[src/rtl/trans_byte_serializer_if.sv]
// Byte-serializer bundle: 128-bit transaction input pulse plus the valid/ready byte stream.
// The master modport drives transactions and sink ready. The slave modport is the serializer.
interface trans_byte_serializer_if;
    logic [127:0] data_i;
    logic         valid_i;
    logic [7:0]   byte_o;
    logic         byte_valid_o;
    logic         byte_ready_i;
    logic         sof_o;
    logic         last_o;

    modport master (
        output data_i, valid_i, byte_ready_i,
        input  byte_o, byte_valid_o, sof_o, last_o
    );

    modport slave (
        input  data_i, valid_i, byte_ready_i,
        output byte_o, byte_valid_o, sof_o, last_o
    );
endinterface

[src/rtl/trans_byte_serializer.sv]
// Buffers validated 128-bit transactions in a FIFO and streams each one out MSB-first as 16 bytes.
// Latency: a word sampled at edge N into an empty FIFO while idle is popped at N+1, so byte 0 is valid after N+1.
// Throughput is 1 byte/cycle. The byte stream stalls on byte_ready_i; input cannot stall, so a word arriving when full is dropped and counted.
module trans_byte_serializer #(
    parameter int DEPTH = 8,
    parameter int CNT_W = 16
) (
    input  logic                    clk,
    input  logic                    rst_n,
    trans_byte_serializer_if.slave  bus,
    output logic [$clog2(DEPTH):0]  level_o,
    output logic                    overflow_o,
    output logic [CNT_W-1:0]        drop_cnt_o
);
    localparam int PTR_W = $clog2(DEPTH);

    typedef enum logic {IDLE, SEND} state_t;

    state_t           state_q, state_d;
    logic [3:0]       idx_q, idx_d;
    logic [127:0]     shreg_q, shreg_d;
    logic             vld_q, vld_d;
    logic             sof_q, sof_d;
    logic             last_q, last_d;

    logic [127:0]     mem [DEPTH];
    logic [PTR_W-1:0] wr_ptr_q, rd_ptr_q;
    logic [PTR_W:0]   level_q;
    logic             overflow_q;
    logic [CNT_W-1:0] drop_cnt_q;

    logic fifo_empty, fifo_full, accept, pop, push, drop;

    assign fifo_empty = (level_q == '0);
    assign fifo_full  = (level_q == (PTR_W+1)'(DEPTH));
    assign accept     = vld_q & bus.byte_ready_i;
    // A pop on the same edge frees a slot, so a full FIFO can still take the incoming word.
    assign push       = bus.valid_i & (~fifo_full | pop);
    assign drop       = bus.valid_i & ~push;

    always_comb begin
        state_d = state_q;
        idx_d   = idx_q;
        shreg_d = shreg_q;
        vld_d   = vld_q;
        sof_d   = sof_q;
        last_d  = last_q;
        pop     = 1'b0;
        case (state_q)
            IDLE: begin
                if (!fifo_empty) begin
                    pop     = 1'b1;
                    state_d = SEND;
                    idx_d   = 4'd0;
                    shreg_d = mem[rd_ptr_q];
                    vld_d   = 1'b1;
                    sof_d   = 1'b1;
                    last_d  = 1'b0;
                end
            end
            SEND: begin
                if (accept) begin
                    if (idx_q != 4'd15) begin
                        // Shift so byte_o always comes straight from the top register byte.
                        idx_d   = idx_q + 4'd1;
                        shreg_d = {shreg_q[119:0], 8'h00};
                        sof_d   = 1'b0;
                        last_d  = (idx_q == 4'd14);
                    end else if (!fifo_empty) begin
                        pop     = 1'b1;
                        idx_d   = 4'd0;
                        shreg_d = mem[rd_ptr_q];
                        sof_d   = 1'b1;
                        last_d  = 1'b0;
                    end else begin
                        state_d = IDLE;
                        idx_d   = 4'd0;
                        shreg_d = '0;
                        vld_d   = 1'b0;
                        sof_d   = 1'b0;
                        last_d  = 1'b0;
                    end
                end
            end
            default: state_d = IDLE;
        endcase
    end

    always_ff @(posedge clk or negedge rst_n) begin
        if (!rst_n) begin
            state_q <= IDLE;
            idx_q   <= 4'd0;
            shreg_q <= '0;
            vld_q   <= 1'b0;
            sof_q   <= 1'b0;
            last_q  <= 1'b0;
        end else begin
            state_q <= state_d;
            idx_q   <= idx_d;
            shreg_q <= shreg_d;
            vld_q   <= vld_d;
            sof_q   <= sof_d;
            last_q  <= last_d;
        end
    end

    always_ff @(posedge clk) begin
        if (push) begin
            mem[wr_ptr_q] <= bus.data_i;
        end
    end

    always_ff @(posedge clk or negedge rst_n) begin
        if (!rst_n) begin
            wr_ptr_q <= '0;
            rd_ptr_q <= '0;
            level_q  <= '0;
        end else begin
            if (push) wr_ptr_q <= wr_ptr_q + PTR_W'(1);
            if (pop)  rd_ptr_q <= rd_ptr_q + PTR_W'(1);
            case ({push, pop})
                2'b10:   level_q <= level_q + (PTR_W+1)'(1);
                2'b01:   level_q <= level_q - (PTR_W+1)'(1);
                default: level_q <= level_q;
            endcase
        end
    end

    always_ff @(posedge clk or negedge rst_n) begin
        if (!rst_n) begin
            overflow_q <= 1'b0;
            drop_cnt_q <= '0;
        end else if (drop) begin
            overflow_q <= 1'b1;
            if (drop_cnt_q != {CNT_W{1'b1}}) begin
                drop_cnt_q <= drop_cnt_q + CNT_W'(1);
            end
        end
    end

    assign bus.byte_o       = shreg_q[127:120];
    assign bus.byte_valid_o = vld_q;
    assign bus.sof_o        = sof_q;
    assign bus.last_o       = last_q;
    assign level_o          = level_q;
    assign overflow_o       = overflow_q;
    assign drop_cnt_o       = drop_cnt_q;
endmodule

[src/flat_wrapper.sv]
// flat-port wrapper written by rule: the top's interface ports become plain ports
module trans_byte_serializer_flat 
#(
    parameter int DEPTH = 8,
    parameter int CNT_W = 16
)
  (clk, rst_n, level_o, overflow_o, drop_cnt_o, bus_data_i, bus_valid_i, bus_byte_ready_i, bus_byte_o, bus_byte_valid_o, bus_sof_o, bus_last_o);
  trans_byte_serializer_if bus_i ();
  input  logic clk;
  input  logic rst_n;
  output logic [$clog2(DEPTH):0] level_o;
  output logic overflow_o;
  output logic [CNT_W-1:0] drop_cnt_o;
  input wire logic [$bits(bus_i.data_i)-1:0] bus_data_i;
  input wire logic [$bits(bus_i.valid_i)-1:0] bus_valid_i;
  input wire logic [$bits(bus_i.byte_ready_i)-1:0] bus_byte_ready_i;
  output wire logic [$bits(bus_i.byte_o)-1:0] bus_byte_o;
  output wire logic [$bits(bus_i.byte_valid_o)-1:0] bus_byte_valid_o;
  output wire logic [$bits(bus_i.sof_o)-1:0] bus_sof_o;
  output wire logic [$bits(bus_i.last_o)-1:0] bus_last_o;
  assign bus_i.data_i = bus_data_i;
  assign bus_i.valid_i = bus_valid_i;
  assign bus_i.byte_ready_i = bus_byte_ready_i;
  assign bus_byte_o = bus_i.byte_o;
  assign bus_byte_valid_o = bus_i.byte_valid_o;
  assign bus_sof_o = bus_i.sof_o;
  assign bus_last_o = bus_i.last_o;
  trans_byte_serializer #(.DEPTH(DEPTH), .CNT_W(CNT_W)) u_core (.clk(clk), .rst_n(rst_n), .bus(bus_i), .level_o(level_o), .overflow_o(overflow_o), .drop_cnt_o(drop_cnt_o));
endmodule
[config.mk]
export PLATFORM = sky130hd
export DESIGN_NAME = trans_byte_serializer_flat
export DESIGN_NICKNAME = d
export VERILOG_FILES = /design/src/rtl/trans_byte_serializer_if.sv /design/src/rtl/trans_byte_serializer.sv /design/src/flat_wrapper.sv
export SDC_FILE = /design/constraint.sdc
export NUM_CORES = 1
export LEC_CHECK = 0
export CAP_MARGIN = 30
export CORE_AREA = 2 2 332 252
export DETAILED_ROUTE_END_ITERATION = 10
export DIE_AREA = 0 0 334 254
export PLACE_DENSITY = 0.74
export SLEW_MARGIN = 20
export SYNTH_ARGS = -nofsm -noshare
export SYNTH_HDL_FRONTEND = slang
export SYNTH_SLANG_ARGS = --single-unit
export TNS_END_PERCENT = 5
[constraint.sdc]
create_clock -name clk -period 32.7 [get_ports clk]
set_clock_uncertainty 0.15 [all_clocks]
set_input_delay 6.54 -clock clk [delete_from_list [all_inputs] [get_ports clk]]
set_output_delay 6.54 -clock clk [all_outputs]
set_load 0.02 [all_outputs]
==> report_table.html, run 1 <==
<table>
<tr><th>Metric</th><th>Value</th></tr>
<tr><th colspan="2">Power and ir drop</th></tr>
<tr><td>Clock network fraction of total power</td><td>between 20% and 30%</td></tr>
<tr><td>Switching component of the power</td><td>~0.0013 W</td></tr>
<tr><td>Int Power</td><td>0.00319 W</td></tr>
<tr><td>Cell area power density</td><td>85.8 mW/mm^2</td></tr>
<tr><td>Peak supply drop</td><td>0.0658 mV</td></tr>
<tr><td>Proportion of total power due to net switching</td><td>28.7%</td></tr>
<tr><td>Logic pwr share</td><td>approximately a quarter</td></tr>
<tr><td>Register share of total power</td><td>46.2%</td></tr>
<tr><td>Static Leak</td><td>17.2 nW</td></tr>
<tr><th colspan="2">Die</th></tr>
<tr><td>Number of rows created at floorplan</td><td>91</td></tr>
<tr><td>Count of boundary I/O pins</td><td>164</td></tr>
<tr><td>Effective utilization at floorplan</td><td>55.5%</td></tr>
<tr><td>Core box area</td><td>0.0815 sq mm</td></tr>
<tr><td>Chip width</td><td>334 um</td></tr>
<tr><td>Overall die height</td><td>254 um</td></tr>
<tr><td>Die area</td><td>0.0848 sq mm</td></tr>
<tr><th colspan="2">Detailed routing</th></tr>
<tr><td>Number of vias per cell after detailed routing</td><td>6.26</td></tr>
<tr><td>Number of vias after detailed routing</td><td>between 20,000 and 25,000</td></tr>
<tr><td>DRC violations left</td><td>0</td></tr>
<tr><td>Final ANT Viol Nets</td><td>0</td></tr>
<tr><td>Iter 0 DRT Violations</td><td>2,289</td></tr>
<tr><td>Wirelength per Cell</td><td>27.0 um</td></tr>
<tr><td>Router iterations before antenna repair</td><td>5</td></tr>
<tr><td>Overall routed net length</td><td>96,500 um</td></tr>
<tr><th colspan="2">Yosys</th></tr>
<tr><td>Post-synthesis net count</td><td>2,371</td></tr>
<tr><td>Count of synthesis-stage warnings from yosys</td><td>0</td></tr>
<tr><td>Post-Synthesis Cells</td><td>2,231</td></tr>
<tr><td>Distinct cell type count after synthesis</td><td>42</td></tr>
<tr><td>Per-instance average area after synthesis</td><td>20.3 sq um</td></tr>
<tr><td>Number of register bits inferred by synthesis</td><td>between 1,000 and 1,500</td></tr>
<tr><td>Synth Cell Area</td><td>0.0453 sq mm</td></tr>
<tr><td>Top post-synthesis cells by area</td><td>sky130_fd_sc_hd__edfxtp_1, sky130_fd_sc_hd__mux4_2, sky130_fd_sc_hd__dfrtp_1</td></tr>
<tr><td>Most area-hungry cell type in the Yosys netlist</td><td>sky130_fd_sc_hd__edfxtp_1</td></tr>
<tr><td>Register area share after synthesis</td><td>just under 80%</td></tr>
<tr><td>Area share of the largest cell type after synthesis</td><td>67.9%</td></tr>
<tr><th colspan="2">Critical path</th></tr>
<tr><td>Crit path launch type</td><td>input pin</td></tr>
<tr><td>Count of cells along the worst register-to-register path</td><td>6</td></tr>
<tr><td>End of the worst register-to-register path</td><td>u_core.shreg_q[48]</td></tr>
<tr><td>Endpoint class of the critical path</td><td>flip-flop</td></tr>
<tr><td>Worst-path maximum fanout</td><td>40</td></tr>
<tr><td>Launch instance of the worst register-to-register path</td><td>u_core.rd_ptr_q[1]</td></tr>
<tr><td>Category of the most critical setup path</td><td>input pin to flip-flop</td></tr>
<tr><td>Endpoint arrival time on the critical path</td><td>9.83 ns</td></tr>
<tr><td>Flop2flop setup slack</td><td>28.39 ns</td></tr>
<tr><td>Required time reported for the critical path endpoint</td><td>32.91 ns</td></tr>
<tr><th colspan="2">Timing</th></tr>
<tr><td>Post-layout minimum cycle time</td><td>9.63 ns</td></tr>
<tr><td>Total Negative Setup Slacks</td><td>0 ns</td></tr>
<tr><td>Unrepaired setup endpoints after global routing</td><td>no</td></tr>
<tr><td>Final setup fails</td><td>0</td></tr>
<tr><td>Part of the cycle the worst path needs</td><td>29.4%</td></tr>
<tr><td>Transition at the pin with the smallest max-transition slack</td><td>~1.0 ns</td></tr>
<tr><td>Final number of hold-violating endpoints</td><td>0</td></tr>
<tr><td>Max frequency</td><td>104 MHz</td></tr>
<tr><td>Minimum hold slack</td><td>0.321 ns</td></tr>
<tr><td>Worst slew margin</td><td>32.6%</td></tr>
<tr><td>Max Transition Viols Final</td><td>0</td></tr>
<tr><th colspan="2">Global routing</th></tr>
<tr><td>Global-route wire length before repair</td><td>146,000 um</td></tr>
<tr><td>Largest net degree at the start of global routing</td><td>129</td></tr>
<tr><td>Via count of the first global-routing pass</td><td>23,400</td></tr>
<tr><td>GR Overflow Total</td><td>0</td></tr>
<tr><td>Total global routing track utilization</td><td>23.1%</td></tr>
<tr><td>Initial antenna violation count</td><td>15</td></tr>
<tr><th colspan="2">Layout</th></tr>
<tr><td>Area growth syn-to-layout</td><td>15.1%</td></tr>
<tr><td>Number of nets in the final layout</td><td>2,540</td></tr>
<tr><td>Commonest cells after routing, fill and taps aside</td><td>sky130_fd_sc_hd__edfxtp_1, sky130_fd_sc_hd__mux4_2, sky130_fd_sc_hd__clkdlybuf4s50_1, sky130_fd_sc_hd__dfrtp_1, sky130_fd_sc_hd__mux2i_1</td></tr>
<tr><td>Fraction of layout cells with a size suffix above 1</td><td>between 10% and 20%</td></tr>
<tr><td>Commonest non-fill, non-tap cell in the layout</td><td>sky130_fd_sc_hd__edfxtp_1</td></tr>
<tr><td>Post-Layout Cell Count</td><td>3,573</td></tr>
<tr><th colspan="2">Placed design</th></tr>
<tr><td>Placed cell count</td><td>3,354</td></tr>
<tr><td>Buffers on Ports</td><td>163</td></tr>
<tr><td>Routability congestion estimate</td><td>0.733</td></tr>
<tr><td>Detailed placer's ending HPWL</td><td>49,300 um</td></tr>
<tr><th colspan="2">Clock network</th></tr>
<tr><td>H-tree depth reported by CTS</td><td>3</td></tr>
<tr><td>Number of clock sinks seen by CTS</td><td>1,187</td></tr>
<tr><td>Hold_buf cts</td><td>0</td></tr>
<tr><td>Worst skew pair latency</td><td>0.69 ns</td></tr>
<tr><td>Clock tree buffer depth</td><td>3</td></tr>
<tr><td>Number of setup buffers added after CTS</td><td>0</td></tr>
<tr><td>TritonCTS clock tree</td><td>yes</td></tr>
<tr><td>Clock transition at path regs</td><td>0.06 ns</td></tr>
<tr><td>Number of buffers created by CTS</td><td>between 100 and 150</td></tr>
<tr><td>Post-CTS Resized</td><td>0</td></tr>
<tr><td>CTS root buffer</td><td>sky130_fd_sc_hd__clkbuf_16</td></tr>
<tr><th colspan="2">Run</th></tr>
<tr><td>Number of maximum-capacitance violations</td><td>0</td></tr>
<tr><th colspan="2">Min path</th></tr>
<tr><td>Beginning of the worst hold path</td><td>u_core.overflow_o</td></tr>
<tr><td>Destination of the worst hold path</td><td>u_core.overflow_o</td></tr>
<tr><td>Type of the tightest min-delay check</td><td>flip-flop to flip-flop</td></tr>
<tr><td>Instance count along the most critical hold path</td><td>1</td></tr>
<tr><th colspan="2">Run status</th></tr>
<tr><td>Outcome</td><td>completed</td></tr>
</table>
==> kinds of logic (layout without fill, tap and decap cells) <==
logic type	Yosys count	count (layout)	synth area share, %
AOI/OAI and AO/OA	267	267	3.33
and+or+nand+nor	212	212	2.04
other	0	6	0
xor gates and xnor gates	25	25	0.484
DFF	1187	1187	76.9
buffers and inverters	146	413	1.39
muxes	386	386	15.6
adders and majority gates	8	8	0.221
==> synth_stat cells <==
library cell / instances
sky130_fd_sc_hd__or3b_1: 1
sky130_fd_sc_hd__ha_1: 8
sky130_fd_sc_hd__o21ai_0: 15
sky130_fd_sc_hd__a21o_1: 1
sky130_fd_sc_hd__a211oi_1: 1
sky130_fd_sc_hd__nor2b_1: 1
sky130_fd_sc_hd__clkbuf_1: 96
sky130_fd_sc_hd__edfxtp_1: 1024
sky130_fd_sc_hd__mux4_2: 256
sky130_fd_sc_hd__a22o_1: 1
sky130_fd_sc_hd__and4_1: 1
sky130_fd_sc_hd__o2111ai_1: 1
sky130_fd_sc_hd__a21oi_1: 124
sky130_fd_sc_hd__mux2i_1: 128
sky130_fd_sc_hd__nor4_1: 2
sky130_fd_sc_hd__nand4_1: 7
sky130_fd_sc_hd__buf_2: 35
sky130_fd_sc_hd__and3_1: 2
sky130_fd_sc_hd__nor4b_1: 2
sky130_fd_sc_hd__xor2_1: 8
sky130_fd_sc_hd__nor3_1: 4
sky130_fd_sc_hd__nand3_1: 11
sky130_fd_sc_hd__nor4_2: 2
sky130_fd_sc_hd__a211o_1: 1
sky130_fd_sc_hd__nand2b_1: 2
sky130_fd_sc_hd__buf_6: 1
sky130_fd_sc_hd__buf_1: 2
sky130_fd_sc_hd__nand2_1: 40
sky130_fd_sc_hd__nor2_1: 127
sky130_fd_sc_hd__o21a_1: 1
sky130_fd_sc_hd__or4b_4: 1
sky130_fd_sc_hd__or2b_1: 1
sky130_fd_sc_hd__nor3b_1: 2
sky130_fd_sc_hd__mux2_2: 2
sky130_fd_sc_hd__inv_1: 4
sky130_fd_sc_hd__buf_4: 8
sky130_fd_sc_hd__o22ai_1: 121
sky130_fd_sc_hd__xnor2_1: 17
sky130_fd_sc_hd__o31ai_1: 1
sky130_fd_sc_hd__nand3b_1: 2
sky130_fd_sc_hd__dfrtp_1: 163
sky130_fd_sc_hd__and2_1: 4
==> worst max path at each step <==
| stage | start | end | slack (ns) |
|---|---|---|---|
| 6_report | bus_byte_ready_i | u_core.mem[5][117] | 23.07 |
| 2_1_floorplan | bus_byte_ready_i | u_core.mem[2][0] | 11.28 |
| 3_3_place_gp | bus_byte_ready_i | u_core.mem[5][110] | 21.86 |
| 4_1_cts | bus_byte_ready_i | u_core.mem[5][2] | 23.10 |
| 5_1_grt | bus_byte_ready_i | u_core.mem[5][2] | 22.93 |
| 3_5_place_dp | bus_byte_ready_i | u_core.mem[5][103] | 22.42 |
==> area by class of cell <==
type	count	area, sq um
sequential	1187	34800
fill	5291	29400
multi-input combinational	898	9900
clock buffer	155	3260
timing repair buffer	198	2140
tap	1069	1340
clock inverter	56	603
inverter	4	15.0
antenna	6	15.0
==> layer usage <==
metal	routed length, um	vias to the layer above	global-route usage (%)
met5	96	-	0
met4	2030	16	6.22
met3	7250	164	4.89
met1	40100	11800	32.7
li1	-	9441	-
met2	47000	885	37.2
==> metrics by stage <==
stage	total power [W]	utilization, %	setup WS [ns]	cell area (sq um)
after floorplan	0.00287	-	11.28	45300
after global placement	0.00312	58.9	21.86	48000
after detailed placement	0.00317	59.1	22.42	48200
after CTS	0.00450	63.8	23.10	52000
after global routing	0.00464	63.9	22.93	52100
final	0.00447	63.9	23.07	52100
==> state kept, by name, summed over array words and instances (netlist names), 3 cells and up <==
signal / count
u_core.drop_cnt_o: 16
u_core.idx_q: 4
u_core.level_o: 4
u_core.mem: 1024
u_core.rd_ptr_q: 3
u_core.shreg_q: 128
u_core.wr_ptr_q: 3
==> power groups by stage <==
| stage | combinational, W | sequential [W] | clock [W] |
|---|---|---|---|
| floorplan | 0.000788 | 0.00208 | 0 |
| global placement | 0.00104 | 0.00209 | 0 |
| detailed placement | 0.00107 | 0.00209 | 0 |
| CTS | 0.00108 | 0.00207 | 0.00135 |
| global route | 0.00115 | 0.00209 | 0.00140 |
| finish | 0.00107 | 0.00207 | 0.00133 |
==> worst max-delay path: stages <==
cell and delay, ns:
sky130_fd_sc_hd__clkdlybuf4s50_1 0.50, sky130_fd_sc_hd__nand2_1 0.10, sky130_fd_sc_hd__o21ai_0 0.46, sky130_fd_sc_hd__o21a_1 0.32, sky130_fd_sc_hd__nand2_1 0.21, sky130_fd_sc_hd__nor3b_2 0.23, sky130_fd_sc_hd__buf_4 0.42, sky130_fd_sc_hd__buf_4 0.67
sky130_fd_sc_hd__buf_12 0.29
(Power assumes the default switching activity.)
==> inputs of run 2 (changes only) <==
--- a/config.mk
+++ b/config.mk
@@ -6,10 +6,10 @@
 export NUM_CORES = 1
 export LEC_CHECK = 0
 export CAP_MARGIN = 30
-export CORE_AREA = 2 2 332 252
+export CORE_AREA = 2 2 335 254
 export DETAILED_ROUTE_END_ITERATION = 10
-export DIE_AREA = 0 0 334 254
-export PLACE_DENSITY = 0.74
+export DIE_AREA = 0 0 337 256
+export PLACE_DENSITY = 0.75
 export SLEW_MARGIN = 20
 export SYNTH_ARGS = -nofsm -noshare
 export SYNTH_HDL_FRONTEND = slang
==> constraint.sdc (replaced) <==
create_clock -name clk -period 8.1 [get_ports clk]
set_clock_uncertainty 0.15 [all_clocks]
set_input_delay 1.62 -clock clk [delete_from_list [all_inputs] [get_ports clk]]
set_output_delay 1.62 -clock clk [all_outputs]
set_load 0.02 [all_outputs]
==> run 2 against run 1 <==
Against the previous run:
- combinational power grew to 4.1 times the previous value
- die area grew 1.7%
- hold slack got worse by 0.0073 ns
- worst setup slack got worse by 19 ns
- cell area decreased by 0.32%
- clock power increased to 3.9 times the previous value
- register-to-register slack lost 24 ns
- sequential share of layout area is 0.21 points higher
- clock-buffer cell count fell by 8
- sequential cell count unchanged
- routed wire length decreased by 0.73%
- non-clock buffer count decreased by 3
- highest routed layer unchanged
==> report_table.html, run 2 (synthesis results as in run 1) <==
<table>
<tr><th>Metric</th><th>Value</th></tr>
<tr><th colspan="2">Clock network</th></tr>
<tr><td>TritonCTS clock tree</td><td>yes</td></tr>
<tr><td>Number of clock sinks seen by CTS</td><td>around 1,200</td></tr>
<tr><td>Post-CTS Resized</td><td>0</td></tr>
<tr><td>CTS root buffer</td><td>sky130_fd_sc_hd__clkbuf_16</td></tr>
<tr><td>Number of setup buffers added after CTS</td><td>0</td></tr>
<tr><td>Number of buffers created by CTS</td><td>roughly 110</td></tr>
<tr><td>H-tree depth reported by CTS</td><td>3</td></tr>
<tr><td>Clock transition at path regs</td><td>0.07 ns</td></tr>
<tr><td>Hold_buf cts</td><td>0</td></tr>
<tr><td>Clock tree buffer depth</td><td>3</td></tr>
<tr><td>Worst skew pair latency</td><td>around 0.7 ns</td></tr>
<tr><th colspan="2">Timing</th></tr>
<tr><td>Final worst slack</td><td>3.58 ns</td></tr>
<tr><td>Part of the cycle the worst path needs</td><td>55.8%</td></tr>
<tr><td>Worst slew margin</td><td>~30%</td></tr>
<tr><td>Final number of hold-violating endpoints</td><td>0</td></tr>
<tr><td>Final setup fails</td><td>0</td></tr>
<tr><td>Post-layout minimum cycle time</td><td>4.52 ns</td></tr>
<tr><td>Minimum hold slack</td><td>0.314 ns</td></tr>
<tr><td>Unrepaired setup endpoints after global routing</td><td>no</td></tr>
<tr><td>Transition at the pin with the smallest max-transition slack</td><td>1.04 ns</td></tr>
<tr><td>Max frequency</td><td>221 MHz</td></tr>
<tr><td>Max Transition Viols Final</td><td>0</td></tr>
<tr><th colspan="2">Critical path</th></tr>
<tr><td>Worst-path maximum fanout</td><td>51</td></tr>
<tr><td>CP Buf/Inv Count</td><td>3</td></tr>
<tr><td>Slowest cell delay on critical path</td><td>0.75 ns</td></tr>
<tr><td>Cell with the largest stage delay on the worst path</td><td>sky130_fd_sc_hd__buf_4</td></tr>
<tr><td>Crit path cell chain</td><td>clkdlybuf4s50_1 -&gt; nand2_1 -&gt; o21ai_0 -&gt; o21a_1 -&gt; nand2_1 -&gt; nor3_2 -&gt; buf_4 -&gt; buf_4</td></tr>
<tr><td>Endpoint class of the critical path</td><td>flip-flop</td></tr>
<tr><td>Category of the most critical setup path</td><td>input pin to flip-flop</td></tr>
<tr><td>Endpoint arrival time on the critical path</td><td>4.66 ns</td></tr>
<tr><td>Crit path launch type</td><td>input pin</td></tr>
<tr><td>Largest delay share family, worst path</td><td>buffers and inverters</td></tr>
<tr><td>Required time reported for the critical path endpoint</td><td>approximately 8 ns</td></tr>
<tr><th colspan="2">Placed design</th></tr>
<tr><td>Detailed placer's ending HPWL</td><td>48,800 um</td></tr>
<tr><td>Post-place setup slack</td><td>2.95 ns</td></tr>
<tr><td>Cell area after placement</td><td>slightly below 0.05 sq mm</td></tr>
<tr><td>Routability congestion estimate</td><td>0.735</td></tr>
<tr><td>Buffers on Ports</td><td>163</td></tr>
<tr><th colspan="2">Die</th></tr>
<tr><td>Count of boundary I/O pins</td><td>164</td></tr>
<tr><td>Overall die height</td><td>roughly 260 um</td></tr>
<tr><td>Number of rows created at floorplan</td><td>92</td></tr>
<tr><td>Core box area</td><td>0.0832 sq mm</td></tr>
<tr><td>Effective utilization at floorplan</td><td>54.4%</td></tr>
<tr><td>Chip width</td><td>337 um</td></tr>
<tr><td>Die area</td><td>0.0863 sq mm</td></tr>
<tr><th colspan="2">Detailed routing</th></tr>
<tr><td>Final ANT Viol Nets</td><td>0</td></tr>
<tr><td>Overall routed net length</td><td>95,800 um</td></tr>
<tr><td>Number of vias per cell after detailed routing</td><td>6.15</td></tr>
<tr><td>DRC violations left</td><td>0</td></tr>
<tr><td>Router iterations before antenna repair</td><td>5</td></tr>
<tr><td>Iter 0 DRT Violations</td><td>about 2,200</td></tr>
<tr><td>Number of vias after detailed routing</td><td>22,200</td></tr>
<tr><td>Wirelength per Cell</td><td>26.5 um</td></tr>
<tr><th colspan="2">Layout</th></tr>
<tr><td>Final instance area</td><td>0.0519 sq mm</td></tr>
<tr><td>Commonest cells after routing, fill and taps aside</td><td>sky130_fd_sc_hd__edfxtp_1, sky130_fd_sc_hd__mux4_2, sky130_fd_sc_hd__clkdlybuf4s50_1, sky130_fd_sc_hd__dfrtp_1, sky130_fd_sc_hd__mux2i_1</td></tr>
<tr><td>Fraction of layout cells with a size suffix above 1</td><td>19.1%</td></tr>
<tr><td>Area growth syn-to-layout</td><td>14.7%</td></tr>
<tr><td>Max reg flops</td><td>between 1,000 and 1,500</td></tr>
<tr><td>Register ranked first by flip-flop count</td><td>u_core.mem</td></tr>
<tr><td>Filler cell count</td><td>5,532</td></tr>
<tr><td>Final standard cell utilization of the core</td><td>62.4%</td></tr>
<tr><td>Number of nets in the final layout</td><td>2,534</td></tr>
<tr><td>Commonest non-fill, non-tap cell in the layout</td><td>sky130_fd_sc_hd__edfxtp_1</td></tr>
<tr><th colspan="2">Run status</th></tr>
<tr><td>Outcome</td><td>completed</td></tr>
<tr><th colspan="2">Global routing</th></tr>
<tr><td>Initial antenna violation count</td><td>15</td></tr>
<tr><td>Via count of the first global-routing pass</td><td>22,900</td></tr>
<tr><td>Total global routing track utilization</td><td>22.4%</td></tr>
<tr><td>Largest net degree at the start of global routing</td><td>roughly 150</td></tr>
<tr><td>Global-route wire length before repair</td><td>approximately 140,000 um</td></tr>
<tr><td>GR Overflow Total</td><td>0</td></tr>
<tr><th colspan="2">Run</th></tr>
<tr><td>Number of maximum-capacitance violations</td><td>0</td></tr>
<tr><th colspan="2">Power and ir drop</th></tr>
<tr><td>Peak supply drop</td><td>0.217 mV</td></tr>
<tr><td>Cell area power density</td><td>344 mW/mm^2</td></tr>
<tr><td>Static Leak</td><td>17.0 nW</td></tr>
<tr><th colspan="2">Min path</th></tr>
<tr><td>Type of the tightest min-delay check</td><td>flip-flop to flip-flop</td></tr>
</table>
run 2: cell types whose count changed in the layout (fill, tap and decap cells not counted), moves of 5 or more:
cell and change:
sky130_fd_sc_hd__inv_6 +6, sky130_fd_sc_hd__buf_12 +6, sky130_fd_sc_hd__clkbuf_1 +10, sky130_fd_sc_hd__buf_4 -5
sky130_fd_sc_hd__clkbuf_8 -10, sky130_fd_sc_hd__clkbuf_16 -8
run 2: routing by layer:
layer | routed length [um] | vias to the layer above | GRT usage, %
met5 | 131 | - | 0
met4 | 1650 | 22 | 5.05
met3 | 7260 | 157 | 4.85
met2 | 46500 | 809 | 35.8
met1 | 40200 | 11800 | 32.3
li1 | - | 9421 | -
run 2: path summary, 6_finish.rpt:
check,start,endpoint,slack [ns],cells after the start
setup / recovery,bus_byte_ready_i,u_core.mem[1][67],3.58,8
hold / removal,u_core.overflow_o,u_core.overflow_o,0.31,1
min in group asynchronous,rst_n,u_core.drop_cnt_o[7],0.69,1
hold reg to reg,u_core.overflow_o,u_core.overflow_o,0.31,1
setup reg to reg,u_core.idx_q[1],u_core.mem[1][67],4.37,8
max in group asynchronous,rst_n,u_core.shreg_q[80],6.06,3
run 2: power breakdown:
part	internal (W)	switching, W	leakage, nW
Clock	0.00296	0.00223	1.77
Combinational	0.00196	0.00241	4.12
Sequential	0.00778	0.000534	11.1
run 2: final cells by class:
cell class                 count  area, sq um  area share (%)
antenna                        4         10.0          0.0193
multi-input combinational    898         9910            19.1
clock inverter                57          678            1.31
sequential                  1187        34800            67.1
tap                         1128         1410            2.72
clock buffer                 147         2960            5.70
timing repair buffer         195         2110            4.06
inverter                       4         15.0          0.0289
run 2: per-stage QoR:
stage | power [W] | setup TNS, ns | std cells
6_report | 0.0179 | 0 | 3620
3_5_place_dp | 0.0128 | 0 | 3407
2_1_floorplan | 0.0116 | -3124.92 | 2231
3_3_place_gp | 0.0126 | 0 | 3405
4_1_cts | 0.0180 | 0 | 3611
5_1_grt | 0.0186 | 0 | 3619
==> inputs of run 3 (changes only) <==
==> constraint.sdc (replaced) <==
create_clock -name clk -period 4 [get_ports clk]
set_clock_uncertainty 0.15 [all_clocks]
set_input_delay 0.8 -clock clk [delete_from_list [all_inputs] [get_ports clk]]
set_output_delay 0.8 -clock clk [all_outputs]
set_load 0.02 [all_outputs]
==> run 3 against run 2 <==
Against the previous run:
- hold slack gained 0.023 ns
- sequential share of layout area shrank 0.71 points
- clock-buffer cell count grew 18
- worst setup slack got worse by 2.5 ns
- cell count increased by 0.91%
- utilization rose by 0.67 points
- via count increased by 1.0%
- critical path depth unchanged
- non-clock buffer count is 28 higher
- clock power rose by 97%
==> report_table.html, run 3 (synthesis results as in run 1) <==
<table>
<tr><th>Metric</th><th>Value</th></tr>
<tr><th colspan="2">Critical path</th></tr>
<tr><td>Critical Path Source</td><td>u_core.idx_q[1]</td></tr>
<tr><td>Category of the most critical setup path</td><td>flip-flop to flip-flop</td></tr>
<tr><td>Crit path launch type</td><td>flip-flop</td></tr>
<tr><td>Launch instance of the worst register-to-register path</td><td>u_core.idx_q[1]</td></tr>
<tr><td>Flop2flop setup slack</td><td>1.04 ns</td></tr>
<tr><td>End of the worst register-to-register path</td><td>u_core.mem[5][70]</td></tr>
<tr><td>Required time reported for the critical path endpoint</td><td>4.22 ns</td></tr>
<tr><td>Endpoint class of the critical path</td><td>flip-flop</td></tr>
<tr><td>Termination of the worst setup path</td><td>u_core.mem[5][70]</td></tr>
<tr><td>Worst-path maximum fanout</td><td>22</td></tr>
<tr><td>Endpoint arrival time on the critical path</td><td>3.19 ns</td></tr>
<tr><td>Count of cells along the worst register-to-register path</td><td>8</td></tr>
<tr><th colspan="2">Die</th></tr>
<tr><td>Die area</td><td>0.0863 sq mm</td></tr>
<tr><td>Core box area</td><td>0.0832 sq mm</td></tr>
<tr><td>Effective utilization at floorplan</td><td>54.4%</td></tr>
<tr><td>Count of boundary I/O pins</td><td>164</td></tr>
<tr><td>Overall die height</td><td>around 260 um</td></tr>
<tr><td>Number of rows created at floorplan</td><td>92</td></tr>
<tr><td>Chip width</td><td>337 um</td></tr>
<tr><th colspan="2">Placed design</th></tr>
<tr><td>Detailed placer's ending HPWL</td><td>53,500 um</td></tr>
<tr><td>Routability congestion estimate</td><td>between 0.7 and 0.8</td></tr>
<tr><td>Buffers on Ports</td><td>163</td></tr>
<tr><td>Post-place setup slack</td><td>0.468 ns</td></tr>
<tr><td>Cell area after placement</td><td>slightly below 0.05 sq mm</td></tr>
<tr><th colspan="2">Timing</th></tr>
<tr><td>Final worst slack</td><td>1.04 ns</td></tr>
<tr><td>Transition at the pin with the smallest max-transition slack</td><td>roughly 0.74 ns</td></tr>
<tr><td>Unrepaired setup endpoints after global routing</td><td>no</td></tr>
<tr><td>Total Negative Setup Slacks</td><td>0 ns</td></tr>
<tr><td>Part of the cycle the worst path needs</td><td>between 70% and 80%</td></tr>
<tr><td>Max frequency</td><td>337 MHz</td></tr>
<tr><td>Final number of hold-violating endpoints</td><td>0</td></tr>
<tr><td>Final setup fails</td><td>0</td></tr>
<tr><td>Worst slew margin</td><td>50.6%</td></tr>
<tr><td>Post-layout minimum cycle time</td><td>approximately 3 ns</td></tr>
<tr><td>Max Transition Viols Final</td><td>0</td></tr>
<tr><th colspan="2">Clock network</th></tr>
<tr><td>Number of setup buffers added after CTS</td><td>0</td></tr>
<tr><td>CTS root buffer</td><td>sky130_fd_sc_hd__clkbuf_16</td></tr>
<tr><td>TritonCTS clock tree</td><td>yes</td></tr>
<tr><td>Worst skew pair latency</td><td>0.69 ns</td></tr>
<tr><td>H-tree depth reported by CTS</td><td>3</td></tr>
<tr><td>Clock transition at path regs</td><td>0.07 ns</td></tr>
<tr><td>Number of buffers created by CTS</td><td>109</td></tr>
<tr><td>Hold_buf cts</td><td>1</td></tr>
<tr><td>Number of clock sinks seen by CTS</td><td>1,187</td></tr>
<tr><td>Post-CTS Resized</td><td>0</td></tr>
<tr><td>Clock tree buffer depth</td><td>3</td></tr>
<tr><th colspan="2">Global routing</th></tr>
<tr><td>Initial antenna violation count</td><td>10</td></tr>
<tr><td>Global-route wire length before repair</td><td>145,000 um</td></tr>
<tr><td>Via count of the first global-routing pass</td><td>22,900</td></tr>
<tr><td>GR Overflow Total</td><td>0</td></tr>
<tr><td>Total global routing track utilization</td><td>about 22%</td></tr>
<tr><td>Largest net degree at the start of global routing</td><td>132</td></tr>
<tr><th colspan="2">Detailed routing</th></tr>
<tr><td>Final ANT Viol Nets</td><td>0</td></tr>
<tr><td>Router iterations before antenna repair</td><td>5</td></tr>
<tr><td>Wirelength per Cell</td><td>roughly 26 um</td></tr>
<tr><td>Number of vias after detailed routing</td><td>approximately 22,000</td></tr>
<tr><td>DRC violations left</td><td>0</td></tr>
<tr><td>Overall routed net length</td><td>95,600 um</td></tr>
<tr><td>Iter 0 DRT Violations</td><td>2,343</td></tr>
<tr><td>Number of vias per cell after detailed routing</td><td>6.15</td></tr>
<tr><th colspan="2">Power and ir drop</th></tr>
<tr><td>Static Leak</td><td>17.3 nW</td></tr>
<tr><td>Cell area power density</td><td>692 mW/mm^2</td></tr>
<tr><td>Pwr Total</td><td>0.0363 W</td></tr>
<tr><td>Peak supply drop</td><td>0.438 mV</td></tr>
<tr><th colspan="2">Layout</th></tr>
<tr><td>Area growth syn-to-layout</td><td>15.9%</td></tr>
<tr><td>Max reg flops</td><td>between 1,000 and 1,500</td></tr>
<tr><td>Commonest non-fill, non-tap cell in the layout</td><td>sky130_fd_sc_hd__edfxtp_1</td></tr>
<tr><td>Fraction of layout cells with a size suffix above 1</td><td>20.0%</td></tr>
<tr><td>Filler cell count</td><td>5,495</td></tr>
<tr><td>Commonest cells after routing, fill and taps aside</td><td>sky130_fd_sc_hd__edfxtp_1, sky130_fd_sc_hd__mux4_2, sky130_fd_sc_hd__clkdlybuf4s50_1, sky130_fd_sc_hd__dfrtp_1, sky130_fd_sc_hd__mux2i_1</td></tr>
<tr><td>Register ranked first by flip-flop count</td><td>u_core.mem</td></tr>
<tr><td>Number of nets in the final layout</td><td>2,563</td></tr>
<tr><td>Final instance area</td><td>0.0525 sq mm</td></tr>
<tr><th colspan="2">Min path</th></tr>
<tr><td>Type of the tightest min-delay check</td><td>flip-flop to flip-flop</td></tr>
<tr><td>Beginning of the worst hold path</td><td>u_core.shreg_q[2]</td></tr>
<tr><th colspan="2">Run</th></tr>
<tr><td>Number of maximum-capacitance violations</td><td>0</td></tr>
<tr><th colspan="2">Run status</th></tr>
<tr><td>Outcome</td><td>completed</td></tr>
</table>
## run 3: changes by cell type in the layout (fill, tap and decap cells not counted), sizes merged
cell	delta
buf	+27
clkbuf	+18
bufinv	-8
inv	-5
clkinvlp	-3
diode	+2
clkinv	+1
dlygate4sd3	+1
## run 3: cell type report
type | instances | area, sq um | share of cell area [%]
sequential | 1187 | 34800 | 66.4
multi-input combinational | 898 | 9980 | 19.0
clock buffer | 165 | 3220 | 6.14
timing repair buffer | 223 | 2650 | 5.05
tap | 1128 | 1410 | 2.69
clock inverter | 42 | 355 | 0.677
inverter | 4 | 17.5 | 0.0334
antenna | 6 | 15.0 | 0.0286
## run 3: metrics by stage
stage          cells  util, %  hold WS (ns)
5_1_grt         3652     63.1         0.371
3_3_place_gp    3439     58.7         0.318
6_report        3653     63.1         0.337
2_1_floorplan   2231        -         0.300
3_5_place_dp    3439     58.7         0.329
4_1_cts         3647     63.1         0.341
## run 3: how the worst min path moves through the flow
stage / depth (start not counted) / end
after CTS: 2 / u_core.shreg_q[2]
after floorplan: 2 / u_core.shreg_q[0]
after detailed placement: 2 / u_core.shreg_q[2]
final: 2 / u_core.shreg_q[2]
after global routing: 2 / u_core.shreg_q[7]
after global placement: 2 / u_core.shreg_q[1]
## run 3: per-layer routing
metal / share of wire (%) / global-route usage (%) / up-vias
li1: - / - / 9495
met1: 43 / 33.8 / 11900
met2: 48 / 33.7 / 961
met3: 7.9 / 5.14 / 127
met4: 1.9 / 5.93 / 8
met5: 0.051 / 0 / -
## run 3: where the power goes
part	leakage [nW]	internal [W]	total [W]	switching [W]
registers	11.1	0.0157	0.0168	0.00111
clock network	1.76	0.00583	0.0102	0.00440
logic	4.38	0.00426	0.00926	0.00500
total	17.3	0.0258	0.0363	0.0105
## run 3: worst max-delay path: stages (launching register included)
cell,delay (ns)
sky130_fd_sc_hd__dfrtp_1,0.42
sky130_fd_sc_hd__ha_1,0.24
sky130_fd_sc_hd__nand3_1,0.21
sky130_fd_sc_hd__o21ai_4,0.27
sky130_fd_sc_hd__o21a_4,0.20
sky130_fd_sc_hd__nand2_1,0.25
sky130_fd_sc_hd__nor3b_4,0.40
sky130_fd_sc_hd__buf_12,0.25
sky130_fd_sc_hd__buf_4,0.26
